$ cat src/rtl/fpga_robots_game_cell_access.sv
// Cell-level client of the video tile map port: read, write, test-and-set and bulk clear
// of the 120x96 play area, packing two 2-bit cells into bits [3:0] of each tile map byte.
module fpga_robots_game_cell_access (
    input  logic        clk,
    input  logic        rst,
    input  logic        cmd_valid,
    output logic        cmd_ready,
    input  logic [1:0]  cmd_op,
    input  logic [6:0]  cmd_x,
    input  logic [6:0]  cmd_y,
    input  logic [1:0]  cmd_val,
    output logic        rsp_valid,
    output logic [1:0]  rsp_val,
    output logic        rsp_err,
    output logic [12:0] tm_adr,
    input  logic [7:0]  tm_red,
    output logic [7:0]  tm_wrt,
    output logic        tm_wen
);

    typedef enum logic [2:0] {
        S_IDLE, S_RD_ADR, S_RD_DAT, S_WR, S_CLR, S_RESP
    } state_t;

    localparam logic [1:0]  OP_READ  = 2'd0;
    localparam logic [1:0]  OP_CLEAR = 2'd2;
    localparam logic [1:0]  OP_TAS   = 2'd3;
    localparam logic [6:0]  LAST_COL = 7'd119;
    localparam logic [12:0] LAST_ADR = 13'h17F7;

    function automatic logic [1:0] cell_of(input logic [7:0] b, input logic hi);
        return hi ? b[3:2] : b[1:0];
    endfunction

    function automatic logic [7:0] cell_merge(input logic [7:0] b, input logic hi,
                                              input logic [1:0] v);
        logic [7:0] r;
        r = b;
        if (hi) r[3:2] = v;
        else    r[1:0] = v;
        return r;
    endfunction

    state_t      state_q, state_d;
    logic [1:0]  op_q, op_d;
    logic        hi_q, hi_d;
    logic [1:0]  val_q, val_d;
    logic [1:0]  old_q, old_d;
    logic        cmd_ready_q, cmd_ready_d;
    logic        rsp_valid_q, rsp_valid_d;
    logic [1:0]  rsp_val_q, rsp_val_d;
    logic        rsp_err_q, rsp_err_d;
    logic [12:0] tm_adr_q, tm_adr_d;
    logic [7:0]  tm_wrt_q, tm_wrt_d;
    logic        tm_wen_q, tm_wen_d;

    logic        out_of_range;
    logic [1:0]  old_cell;
    logic [6:0]  clr_col;
    logic [5:0]  clr_row;

    assign out_of_range = (cmd_x >= 7'd120) || (cmd_y >= 7'd96);
    assign old_cell     = cell_of(tm_red, hi_q);
    assign clr_col      = tm_adr_q[6:0];
    assign clr_row      = tm_adr_q[12:7];

    always_comb begin
        state_d     = state_q;
        op_d        = op_q;
        hi_d        = hi_q;
        val_d       = val_q;
        old_d       = old_q;
        cmd_ready_d = cmd_ready_q;
        rsp_valid_d = 1'b0;
        rsp_val_d   = rsp_val_q;
        rsp_err_d   = rsp_err_q;
        tm_adr_d    = tm_adr_q;
        tm_wrt_d    = tm_wrt_q;
        tm_wen_d    = 1'b0;

        if (cmd_ready_q && cmd_valid) begin
            // Acceptance is possible in IDLE and in the response cycle alike
            op_d        = cmd_op;
            hi_d        = cmd_y[0];
            val_d       = cmd_val;
            cmd_ready_d = 1'b0;
            if (cmd_op == OP_CLEAR) begin
                state_d  = S_CLR;
                tm_adr_d = '0;
                tm_wrt_d = '0;
                tm_wen_d = 1'b1;
            end else if (out_of_range) begin
                state_d = S_RESP;
            end else begin
                state_d  = S_RD_ADR;
                tm_adr_d = {cmd_y[6:1], cmd_x};
            end
        end else begin
            case (state_q)
                S_RESP: begin
                    if (cmd_ready_q) begin
                        state_d = S_IDLE;
                    end else begin
                        // Rejected coordinates: answer one cycle after acceptance
                        rsp_valid_d = 1'b1;
                        rsp_val_d   = 2'd0;
                        rsp_err_d   = 1'b1;
                        cmd_ready_d = 1'b1;
                    end
                end
                S_RD_ADR: state_d = S_RD_DAT;
                S_RD_DAT: begin
                    old_d = old_cell;
                    if (op_q == OP_READ || (op_q == OP_TAS && old_cell != 2'd0)) begin
                        state_d     = S_RESP;
                        rsp_valid_d = 1'b1;
                        rsp_val_d   = old_cell;
                        rsp_err_d   = 1'b0;
                        cmd_ready_d = 1'b1;
                    end else begin
                        state_d  = S_WR;
                        tm_wen_d = 1'b1;
                        tm_wrt_d = cell_merge(tm_red, hi_q, val_q);
                    end
                end
                S_WR: begin
                    state_d     = S_RESP;
                    rsp_valid_d = 1'b1;
                    rsp_val_d   = old_q;
                    rsp_err_d   = 1'b0;
                    cmd_ready_d = 1'b1;
                end
                S_CLR: begin
                    if (tm_adr_q == LAST_ADR) begin
                        state_d     = S_RESP;
                        rsp_valid_d = 1'b1;
                        rsp_val_d   = 2'd0;
                        rsp_err_d   = 1'b0;
                        cmd_ready_d = 1'b1;
                    end else begin
                        // Skip the status columns 120-127 by wrapping at 119
                        tm_wen_d = 1'b1;
                        if (clr_col == LAST_COL) tm_adr_d = {clr_row + 6'd1, 7'd0};
                        else                     tm_adr_d = {clr_row, clr_col + 7'd1};
                    end
                end
                default: state_d = S_IDLE;
            endcase
        end
    end

    always_ff @(posedge clk or negedge rst) begin
        if (!rst) begin
            state_q     <= S_IDLE;
            op_q        <= '0;
            hi_q        <= 1'b0;
            val_q       <= '0;
            old_q       <= '0;
            cmd_ready_q <= 1'b1;
            rsp_valid_q <= 1'b0;
            rsp_val_q   <= '0;
            rsp_err_q   <= 1'b0;
            tm_adr_q    <= '0;
            tm_wrt_q    <= '0;
            tm_wen_q    <= 1'b0;
        end else begin
            state_q     <= state_d;
            op_q        <= op_d;
            hi_q        <= hi_d;
            val_q       <= val_d;
            old_q       <= old_d;
            cmd_ready_q <= cmd_ready_d;
            rsp_valid_q <= rsp_valid_d;
            rsp_val_q   <= rsp_val_d;
            rsp_err_q   <= rsp_err_d;
            tm_adr_q    <= tm_adr_d;
            tm_wrt_q    <= tm_wrt_d;
            tm_wen_q    <= tm_wen_d;
        end
    end

    assign cmd_ready = cmd_ready_q;
    assign rsp_valid = rsp_valid_q;
    assign rsp_val   = rsp_val_q;
    assign rsp_err   = rsp_err_q;
    assign tm_adr    = tm_adr_q;
    assign tm_wrt    = tm_wrt_q;
    assign tm_wen    = tm_wen_q;

endmodule

$ cat config.mk
export PLATFORM = sky130hd
export DESIGN_NAME = fpga_robots_game_cell_access
export DESIGN_NICKNAME = d
export VERILOG_FILES = /design/src/rtl/fpga_robots_game_cell_access.sv
export SDC_FILE = /design/constraint.sdc
export NUM_CORES = 1
export LEC_CHECK = 0
export ABC_AREA = 1
export BUFFER_PORTS_ARGS = -buffer_cell sky130_fd_sc_hd__buf_4
export CORE_MARGIN = 1
export CORE_UTILIZATION = 40
export DETAILED_ROUTE_END_ITERATION = 6
export HOLD_SLACK_MARGIN = 0.05
export PLACE_DENSITY = 0.73
export SYNTH_ARGS = -nofsm -noshare
export SYNTH_HDL_FRONTEND = slang
export SYNTH_SLANG_ARGS = --single-unit
$ cat constraint.sdc
create_clock -name clk -period 1.5 [get_ports clk]
set_clock_uncertainty 0.2 [all_clocks]
set_input_delay 0.075 -clock clk [delete_from_list [all_inputs] [get_ports clk]]
set_output_delay 0.075 -clock clk [all_outputs]
set_load 0.005 [all_outputs]
==> metrics.csv, run 1 <==
stage,metric,value,unit
run_status,status,finished with violations,
run_status,failing checks,negative setup slack,
setup_path,crit path DAT,1.68,ns
layout,FILL cells,441,
global_route,first-pass GRT wire length,10100,microns
yosys,number of flops mapped to enable cells by yosys,0,
yosys,most common cell in the netlist,nand2_1,
power_and_ir_drop,total power,6.46,mW
route,aggregate routed wire length,6180,microns
setup_path,Setup CP Type,reg -> reg,
clock_tree,"buffers from clock root to sink, at most",2,
job,Max-cap violations,0,
setup_path,"Critical Path, Cell by Cell",ha_4 > buf_6 > nand3_4 > nor2_4 > nand2_2 > nand2_4 > nand2_8 > nand2_8 > nand2_1 > nand2_1,
sta,setup ws final,-0.151,ns
placement,Place WS,-0.144,ns
route,WL met2,3240,microns
sta,max_slew headroom,68.3,%
setup_path,CP Capture Type,register,
floorplan,core region area,5470,sq um
global_route,GRT Overall Usage,21.3,%
floorplan,die area,5970,sq um
clock_tree,Clock Pin Slew Worst Setup and Hold Paths,0.07,ns
floorplan,num rows,27,
sta,final setup vio count,24,
sta,fmax,0.606,GHz
placement,IO Port Bufs,55,
yosys,Area contributors post-synth,"dfrtp_1 (40%), nand2_1 (19%), nand3_1 (5.5%), inv_1 (3.8%), o21ai_0 (3.8%)",
yosys,post-synth top area cell,dfrtp_1,
layout,fin util,67.8,%
setup_path,RR Endpoint,tm_adr[1],
layout,post-route cell area,3710,sq um
clock_tree,Skew-Pair Late Insertion Delay,0.29,ns
sta,Worst-Margin Slew,0.476,ns
hold_path,Hold EP,state_q[2],
yosys,Yosys cell types,31,
route,met1 WL,2640,microns
global_route,largest net degree at the start of global routing,38,
route,DR WL/cell,12.2,microns
floorplan,die width,77.2,microns
route,DR iter-0 viols,119,
layout,number of diodes,0,
yosys,Syn Inst Count,299,
floorplan,Die Y-Extent,77.2,microns
hold_path,hold depth,4,
sta,count of pins over their slew limit,0,
floorplan,io pins,56,
yosys,"Seq/Total Area, Yosys",40.9,%
route,vias per cell,4.77,
power_and_ir_drop,Power Dens Cells,1740,nW/um^2
yosys,Synth Register Bits,37,
setup_path,Startpoint Class,register,
setup_path,CP peak stage delay,0.40,ns
layout,layout cell share with drive strength beyond 1,43.7,%
layout,P&R area growth vs syn,63.9,%
yosys,YS warnings,0,
sta,RSZ-0062 raised after global routing,true,
route,routed vias,2419,
yosys,ys async rst share,100,%
clock_tree,total CTS buffers,5,
sta,Final Hold Viols,0,
setup_path,path depth of the worst reg2reg path,10,
floorplan,Starting Density,41.4,%
yosys,most instantiated cells after synthesis,"nand2_1 (114), dfrtp_1 (36), nand3_1 (25), inv_1 (23), o21ai_0 (17)",
route,DRT antenna net count,0,
clock_tree,Root Buffer Master,clkbuf_8,
setup_path,R2R Setup Slk,-0.15,ns
route,DRC,0,
sta,fin crit share,110,%
sta,Final min period,1.65,ns
yosys,Post-Syn Area,2260,sq um
route,highest routed layer,met4,
hold_path,min-delay src,cmd_op[0],
clock_tree,H-tree level count,2,
setup_path,CP max stage cell,dfrtp_1,
setup_path,CP max FO,8,
yosys,synthesized net count,330,
power_and_ir_drop,maximum VDD drop,0.000888,V
setup_path,Worst EP required,1.53,ns
global_route,initial antenna violation count,0,
route,met3 WL,241,microns
hold_path,Hold Crit Class,in -> reg,
yosys,ys flop type,dfrtp_1,
placement,RD Place Congestion,0.832,
global_route,vias in the first global route,2298,
layout,Layout Nets,465,
global_route,global route overflow,0,
placement,Post-DP Area,3050,sq um
placement,hpwl dp,4050,microns
setup_path,launch point of the worst reg-to-reg path,tm_adr[1],
clock_tree,CTS Sinks,37,
route,first drt pass iteration count,4,
clock_tree,CTS tree,yes,
yosys,Yosys top cell area share,39.8,%
power_and_ir_drop,Leak,1.91,nW
yosys,synthesized area per cell,7.57,sq um
report_power, final:
part	internal, mW	total (mW)	switching, mW
Sequential	1.43	1.77	0.338
Combinational	1.95	4.03	2.08
Clock	0.330	0.664	0.334
Total	3.71	6.46	2.75
cell families (layout without fill, tap and decap cells):
| group | after synthesis | in the layout | synth area share (%) |
|---|---|---|---|
| flip-flops | 37 | 37 | 40.9 |
| XOR/XNOR | 5 | 5 | 1.93 |
| buffers and inverters | 37 | 171 | 7.57 |
| AO/OA/AOI/OAI | 38 | 38 | 10.3 |
| AND/OR/NAND/NOR | 180 | 182 | 38.2 |
| adder cells (fa/ha/maj) | 2 | 2 | 1.10 |
how the worst max path moves through the flow:
stage	from	endpoint	slack (ns)
floorplan	tm_adr[1]	tm_adr[9]	-0.06
global placement	cmd_ready	tm_wrt[2]	-0.09
detailed placement	state_q[1]	rsp_err	-0.14
CTS	tm_adr[0]	tm_adr[0]	-0.10
global route	tm_adr[1]	tm_adr[8]	-0.22
finish	tm_adr[1]	tm_adr[1]	-0.15
per-stage QoR:
stage,setup TNS [ns],std cells,hold slack [ns]
CTS,-1.65,502,0.0252
finish,-2.53,507,0.0630
detailed placement,-2.50,462,-0.135
floorplan,-0.806,299,-0.421
global route,-4.42,507,0.0987
global placement,-1.61,462,-0.135
sequential cells by signal (all words and copies together) (netlist names):
name,cells
old_q,2
tm_wen,1
hi_q,1
cmd_ready,1
rsp_val,2
op_q,2
rsp_valid,1
tm_adr,13
tm_wrt,8
rsp_err,1
state_q,3
val_q,2
timing repair:
action,CTS,global route
hold buffers,27,0
endpoints found under the hold margin,64,0
pin swaps,6,13
gates resized for setup,26,38
gates cloned,1,1
setup buffers,4,4
endpoints found under the setup margin,29,29
metal layers:
layer,track usage [%],vias up
met5,0,-
li1,-,1233
met3,4.17,9
met4,5.09,0
met1,25.2,1123
met2,39.0,54
cell usage in the layout (no fill, tap or decap), drive strengths merged:
| master | n |
|---|---|
| o31ai | 1 |
| nor2 | 13 |
| dlygate4sd3 | 27 |
| nor3 | 1 |
| inv | 31 |
| ha | 2 |
| o21ai | 28 |
| a22o | 1 |
| clkinv | 1 |
| a21oi | 6 |
| buf | 104 |
| or2 | 1 |
| xor2 | 4 |
| o22ai | 2 |
| nand3 | 29 |
| dfrtp | 36 |
| nand4 | 6 |
| xnor2 | 1 |
| nand2 | 132 |
| clkbuf | 8 |
| dfstp | 1 |
cell type report:
| type | count | area, sq um | share of cell area, % |
|---|---|---|---|
| Clock buffer | 8 | 80.1 | 2.16 |
| Multi-Input combinational cell | 227 | 1390 | 37.5 |
| Tap cell | 72 | 90.1 | 2.43 |
| Sequential cell | 37 | 930 | 25.1 |
| Timing Repair Buffer | 131 | 1090 | 29.4 |
| Inverter | 32 | 129 | 3.47 |
worst max-delay path, delay by kind of cell (launching register included):
| family | cells | cell delay [ns] |
|---|---|---|
| AND/OR/NAND/NOR | 8 | 0.70 |
| buffers and inverters | 1 | 0.10 |
| flip-flops | 1 | 0.40 |
| adder cells (fa/ha/maj) | 1 | 0.18 |
No activity file was read; power rests on OpenSTA's default activity.
==> run 2: changes to the inputs <==
--- a/config.mk
+++ b/config.mk
@@ -5,13 +5,13 @@
 export SDC_FILE = /design/constraint.sdc
 export NUM_CORES = 1
 export LEC_CHECK = 0
-export ABC_AREA = 1
+export ABC_AREA = 0
 export BUFFER_PORTS_ARGS = -buffer_cell sky130_fd_sc_hd__buf_4
 export CORE_MARGIN = 1
 export CORE_UTILIZATION = 40
 export DETAILED_ROUTE_END_ITERATION = 6
 export HOLD_SLACK_MARGIN = 0.05
-export PLACE_DENSITY = 0.73
+export PLACE_DENSITY = 0.66
 export SYNTH_ARGS = -nofsm -noshare
 export SYNTH_HDL_FRONTEND = slang
 export SYNTH_SLANG_ARGS = --single-unit
==> run 2 against run 1 <==
Net effect:
- the flow still finishes with violations (negative setup slack)
- critical path depth is 4 lower
- sequential cell count unchanged
- synthesized area decreased by 12%
- die area decreased by 12%
- clock-buffer cell count shrank 2
- worst hold slack improved by 0.028 ns
- register-to-register slack got worse by 0.20 ns
- critical endpoint is now tm_adr[8]
- largest power group unchanged
==> metrics.csv, run 2 <==
stage,metric,value,unit
yosys,post-synth top area cell,dfrtp_1,
global_route,initial antenna violation count,0,
floorplan,die area,5280,sq um
sta,RSZ-0062 raised after global routing,true,
setup_path,launch point of the worst reg-to-reg path,tm_adr[1],
yosys,Yosys top cell area share,45.1,%
setup_path,CP Capture Type,register,
clock_tree,Skew-Pair Late Insertion Delay,0.28,ns
floorplan,die width,72.7,microns
power_and_ir_drop,Power Dens Cells,1680,nW/um^2
route,DRC,0,
run_status,failing checks,negative setup slack,
sta,count of pins over their slew limit,0,
layout,FILL cells,371,
yosys,Syn Inst Count,211,
power_and_ir_drop,Leak,1.64,nW
yosys,Area contributors post-synth,"dfrtp_1 (45%), nand2_1 (6.0%), a21oi_1 (3.3%), mux2i_1 (3.0%), nor2_1 (2.8%)",
sta,setup ws final,-0.348,ns
floorplan,num rows,25,
layout,max reg flops,13,
clock_tree,CTS Sinks,37,
sta,Worst-Margin Slew,0.488,ns
setup_path,R2R Setup Slk,-0.35,ns
yosys,most instantiated cells after synthesis,"dfrtp_1 (36), nand2_1 (32), nor2_1 (15), a21oi_1 (13)",
placement,IO Port Bufs,55,
route,aggregate routed wire length,6180,microns
global_route,largest net degree at the start of global routing,38,
yosys,YS warnings,0,
yosys,synthesized net count,242,
setup_path,Startpoint Class,register,
layout,Layout Nets,387,
global_route,global route overflow,0,
yosys,largest family of logic cells by synthesized area,compound AO/OA/AOI/OAI gates,
yosys,ys flop type,dfrtp_1,
setup_path,CP max stage cell,dfrtp_1,
layout,most frequent cells in the layout,"buf_4 (109), dfrtp_1 (35), nand2_1 (27), dlygate4sd3_1 (27), a21oi_1 (11)",
clock_tree,H-tree level count,2,
setup_path,crit path DAT,1.82,ns
layout,"most common cell after layout, fill and taps aside",buf_4,
sta,fmax,0.541,GHz
layout,P&R area growth vs syn,79.8,%
sta,max_slew headroom,67.5,%
hold_path,Hold Crit Class,in -> reg,
yosys,"Seq/Total Area, Yosys",46.4,%
global_route,GRT Overall Usage,24.3,%
run_status,status,finished with violations,
route,DRT antenna net count,0,
yosys,Synth Area in Compound Gates,23.6,%
layout,fin cells,424,
route,first drt pass iteration count,4,
layout,layout cell share with drive strength beyond 1,50.4,%
sta,Final Hold Viols,0,
sta,Final min period,1.85,ns
clock_tree,CTS tree,yes,
layout,register area,928,sq um
hold_path,min-delay src,cmd_valid,
floorplan,core region area,4750,sq um
sta,final setup vio count,30,
setup_path,"Critical Path, Cell by Cell",ha_4 > nand4_4 > nor2_2 > nand4_1 > nand2_2 > mux2_2,
clock_tree,"buffers from clock root to sink, at most",2,
setup_path,Setup CP Type,reg -> reg,
yosys,Post-Syn Area,2000,sq um
clock_tree,total CTS buffers,5,
yosys,most common cell in the netlist,dfrtp_1,
yosys,multiplexer area fraction after synthesis,4.14,%
hold_path,hold depth,5,
placement,hpwl dp,4110,microns
yosys,Synth Register Bits,37,
power_and_ir_drop,maximum VDD drop,0.000886,V
sta,fin crit share,123,%
floorplan,Starting Density,42.0,%
layout,multi-input logic area,1270,sq um
setup_path,CP max FO,5,
placement,RD Place Congestion,0.865,
route,vias per cell,5.15,
route,DR WL/cell,14.6,microns
clock_tree,Root Buffer Master,clkbuf_8,
yosys,adder-cell share of the synthesized area,1.25,%
route,routed vias,2185,
route,DR iter-0 viols,63,
job,Max-cap violations,0,
yosys,synthesized area per cell,9.46,sq um
yosys,post-synthesis simple-gate area fraction,21.4,%
global_route,first-pass GRT wire length,9900,microns
yosys,number of flops mapped to enable cells by yosys,0,
placement,placed cell count,387,
setup_path,path depth of the worst reg2reg path,6,
setup_path,Worst EP required,1.48,ns
layout,number of diodes,0,
setup_path,RR Endpoint,tm_adr[8],
clock_tree,Clock Pin Slew Worst Setup and Hold Paths,0.07,ns
setup_path,CP peak stage delay,0.40,ns
hold_path,Hold EP,tm_adr[1],
floorplan,Die Y-Extent,72.7,microns
yosys,Yosys cell types,47,
power_and_ir_drop,total power,6.04,mW
yosys,ys async rst share,100,%
yosys,Synth Area in XOR/XNOR,0,%
global_route,vias in the first global route,2251,
floorplan,io pins,56,
==> run 2: changes by cell type after synthesis, moves of 6 or more <==
cell       change
nand2_1       -82
nand3_1       -19
inv_1         -18
o21ai_0       -12
nand2_2       -11
nor2_1         +8
a21oi_1        +7
inv_2          -7
mux2i_1        +6
nor3_1         +6
o2bb2ai_1      +6
==> run 2: worst max path at each step <==
| stage | startpoint | endpoint | slack, ns |
|---|---|---|---|
| finish | tm_adr[1] | tm_adr[8] | -0.35 |
| global route | tm_adr[0] | tm_adr[8] | -0.41 |
| CTS | tm_adr[1] | tm_adr[6] | -0.35 |
| detailed placement | tm_adr[1] | tm_adr[6] | -0.33 |
| global placement | tm_adr[1] | tm_adr[1] | -0.30 |
| floorplan | tm_adr[0] | tm_adr[7] | -0.32 |
==> run 2: what timing repair did <==
action,4_1_cts,5_1_grt
gates resized for setup,27,30
pin swaps,9,16
endpoints found under the setup margin,32,35
hold endpoints to repair,64,0
buffers inserted,1,3
hold buffers,27,0
==> run 2: per-layer routing <==
metal / vias up / track usage (%) / wire, microns
met5: - / 0 / 0
met2: 61 / 46.7 / 3330
met1: 1049 / 26.5 / 2530
met3: 7 / 4.83 / 229
li1: 1068 / - / -
met4: 0 / 8.06 / 79
==> run 2: area by class of cell <==
| cell class | instances | area share, % |
|---|---|---|
| Multi-Input combinational cell | 161 | 35.3 |
| Timing Repair Buffer | 146 | 33.7 |
| Sequential cell | 37 | 25.9 |
| Tap cell | 67 | 2.33 |
| Clock buffer | 6 | 2.02 |
| Inverter | 5 | 0.523 |
| Clock inverter | 2 | 0.279 |
==> run 2: power by group <==
part / internal (mW) / switching [mW]
sequential: 1.42 / 0.294
combinational: 1.96 / 1.69
clock: 0.322 / 0.354
total: 3.70 / 2.34
==> run 2: logic make-up (layout without fill, tap and decap cells) <==
kind of cell / after synthesis / count (layout)
muxes: 8 / 8
buffers and inverters: 13 / 159
AOI/OAI and AO/OA: 65 / 65
and+or+nand+nor: 86 / 86
DFF: 37 / 37
adders and majority gates: 2 / 2
==> run 2: per-stage QoR <==
stage	setup WS, ns	TNS (ns)	hold WS, ns	util, %	area (sq um)
2_1_floorplan	-0.316	-5.07	-0.421	-	2070
3_3_place_gp	-0.297	-6.67	-0.129	62.8	2990
3_5_place_dp	-0.334	-7.62	-0.130	62.8	2990
4_1_cts	-0.346	-6.99	0.0975	72.6	3450
5_1_grt	-0.414	-9.23	0.105	75.5	3590
6_report	-0.348	-7.31	0.0909	75.5	3590
==> run 2: worst max-delay path, delay by kind of cell, from the launching register on <==
family	cells	cell delay [ns]
adder cells (fa/ha/maj)	1	0.16
flip-flops	1	0.40
multiplexers	1	0.35
AND/OR/NAND/NOR	4	0.63
==> run 3: changes to the inputs <==
==> constraint.sdc (replaced) <==
create_clock -name clk -period 1.58 [get_ports clk]
set_clock_uncertainty 0.2 [all_clocks]
set_input_delay 0.079 -clock clk [delete_from_list [all_inputs] [get_ports clk]]
set_output_delay 0.079 -clock clk [all_outputs]
set_load 0.005 [all_outputs]
==> run 3 against run 2 <==
Net effect:
- the flow finishes with violations (negative hold slack, negative setup slack)
- cell area shrank 1.2%
- fmax shrank 2.1%
- combinational power shrank 6.6%
- core utilization shrank 0.92 points
- critical path type unchanged
==> metrics.csv, run 3 (synthesized netlist as in run 2, its figures left out) <==
stage,metric,value,unit
route,routed vias,2209,
clock_tree,CTS Sinks,37,
floorplan,Starting Density,42.0,%
run_status,status,finished with violations,
route,DRT antenna net count,0,
layout,FILL cells,356,
layout,multi-input logic area,1210,sq um
setup_path,CP Buf/Inv Count,1,
sta,setup ws final,-0.307,ns
floorplan,die area,5280,sq um
sta,fmax,0.530,GHz
route,first drt pass iteration count,4,
placement,RD Place Congestion,0.807,
layout,most frequent cells in the layout,"buf_4 (111), dfrtp_1 (35), nand2_1 (30)",
floorplan,num rows,25,
floorplan,Die Y-Extent,72.7,microns
floorplan,core region area,4750,sq um
global_route,global route overflow,0,
global_route,GRT Overall Usage,24.0,%
sta,Final Hold Viols,1,
layout,"most common cell after layout, fill and taps aside",buf_4,
sta,count of pins over their slew limit,0,
setup_path,CP max FO,5,
placement,Place WS,-0.250,ns
clock_tree,H-tree level count,2,
layout,layout cell share with drive strength beyond 1,46.6,%
setup_path,launch point of the worst reg-to-reg path,tm_adr[1],
clock_tree,total CTS buffers,5,
placement,hpwl dp,3970,microns
setup_path,crit path DAT,1.90,ns
power_and_ir_drop,Leak,1.62,nW
job,Max-cap violations,0,
power_and_ir_drop,maximum VDD drop,0.000931,V
route,aggregate routed wire length,6380,microns
route,DR iter-0 viols,105,
setup_path,path depth of the worst reg2reg path,7,
global_route,first-pass GRT wire length,9780,microns
clock_tree,Skew-Pair Late Insertion Delay,0.28,ns
setup_path,WP depth,7,
setup_path,Worst EP required,1.60,ns
placement,IO Port Bufs,55,
floorplan,io pins,56,
layout,max reg flops,13,
setup_path,Startpoint Class,register,
setup_path,CP Capture Point,tm_adr[1],
layout,P&R area growth vs syn,77.6,%
floorplan,die width,72.7,microns
setup_path,R2R Setup Slk,-0.31,ns
setup_path,CP top delay family,compound AO/OA/AOI/OAI gates,
run_status,failing checks,"negative hold slack, negative setup slack",
sta,Worst-Margin Slew,0.491,ns
route,vias per cell,5.22,
global_route,vias in the first global route,2175,
sta,final setup vio count,30,
setup_path,"Critical Path, Cell by Cell",ha_4 > nand4_4 > o41a_1 > o2bb2ai_2 > buf_4 > a221oi_1 > nor2_1,
layout,Layout Nets,386,
clock_tree,"buffers from clock root to sink, at most",2,
sta,fin crit share,119,%
setup_path,RR Endpoint,tm_adr[1],
power_and_ir_drop,total power,5.91,mW
clock_tree,Root Buffer Master,clkbuf_8,
setup_path,Setup CP Type,reg -> reg,
power_and_ir_drop,Power Dens Cells,1670,nW/um^2
layout,post-route cell area,3550,sq um
layout,number of diodes,0,
global_route,largest net degree at the start of global routing,38,
sta,Worst Hold Slack,-0.00335,ns
sta,RSZ-0062 raised after global routing,true,
sta,max_slew headroom,67.3,%
setup_path,CP max stage cell,dfrtp_1,
layout,register area,928,sq um
setup_path,CP peak stage delay,0.41,ns
route,DRC,0,
hold_path,Hold Crit Class,in -> reg,
clock_tree,Clock Pin Slew Worst Setup and Hold Paths,0.08,ns
sta,Final min period,1.89,ns
setup_path,CP Capture Type,register,
global_route,initial antenna violation count,0,
setup_path,Critical Path Start,tm_adr[1],
clock_tree,# hold bufs at CTS,27,
clock_tree,CTS tree,yes,
route,DR WL/cell,15.1,microns
placement,Post-DP Area,2950,sq um
[run 3: cell count changes in the layout (fill, tap and decap cells not counted), sizes merged]
| cell | change |
|---|---|
| clkinv | -2 |
| buf | -1 |
| bufinv | +1 |
| clkinvlp | +1 |
[run 3: area by class of cell]
type | instances | area share (%)
multi-input combinational | 161 | 34.2
timing repair buffer | 145 | 33.3
sequential | 37 | 26.2
tap | 67 | 2.36
clock buffer | 6 | 2.33
clock inverter | 2 | 1.06
inverter | 5 | 0.529
[run 3: power breakdown]
| part | switching [mW] | internal [mW] | total [mW] | leakage (nW) |
|---|---|---|---|---|
| combinational | 1.60 | 1.81 | 3.41 | 1.09 |
| clock | 0.350 | 0.513 | 0.863 | 0.0574 |
| sequential | 0.287 | 1.35 | 1.63 | 0.473 |
[run 3: routing by layer]
| layer | up-vias | track usage, % | wire, microns |
|---|---|---|---|
| met1 | 1070 | 28.9 | 2630 |
| li1 | 1066 | - | - |
| met5 | - | 0 | 0 |
| met4 | 0 | 5.66 | 71 |
| met2 | 67 | 43.8 | 3420 |
| met3 | 6 | 4.70 | 266 |
[run 3: stage by stage]
step | utilization, % | setup TNS [ns] | cells
floorplan | - | -2.96 | 211
global placement | 62.1 | -3.91 | 384
detailed placement | 62.1 | -4.72 | 384
CTS | 71.8 | -4.61 | 421
global route | 74.6 | -8.61 | 423
finish | 74.6 | -6.54 | 423
[run 3: how the worst min path moves through the flow]
stage	startpoint	end	slack [ns]	depth (start not counted)
final	cmd_valid	cmd_ready	-0.003	4
after CTS	cmd_valid	cmd_ready	-0.008	4
after detailed placement	rst	tm_wrt[3]	-0.12	1
after global routing	cmd_valid	cmd_ready	0.01	4
after global placement	rst	tm_wrt[2]	-0.12	1
after floorplan	rst	hi_q	-0.42	0
[run 3: repair_timing]
| action | CTS | global route |
|---|---|---|
| buffers inserted | 2 | 4 |
| pin swaps | 7 | 11 |
| resized for setup | 13 | 24 |
| endpoints found under the hold margin | 66 | 1 |
| endpoints found under the setup margin | 28 | 31 |
[run 3: tightest hold or removal path, stage by stage]
cell	delay (ns)
buf_4	0.09
nand2_1	0.07
buf_6	0.14
o21a_1	0.10
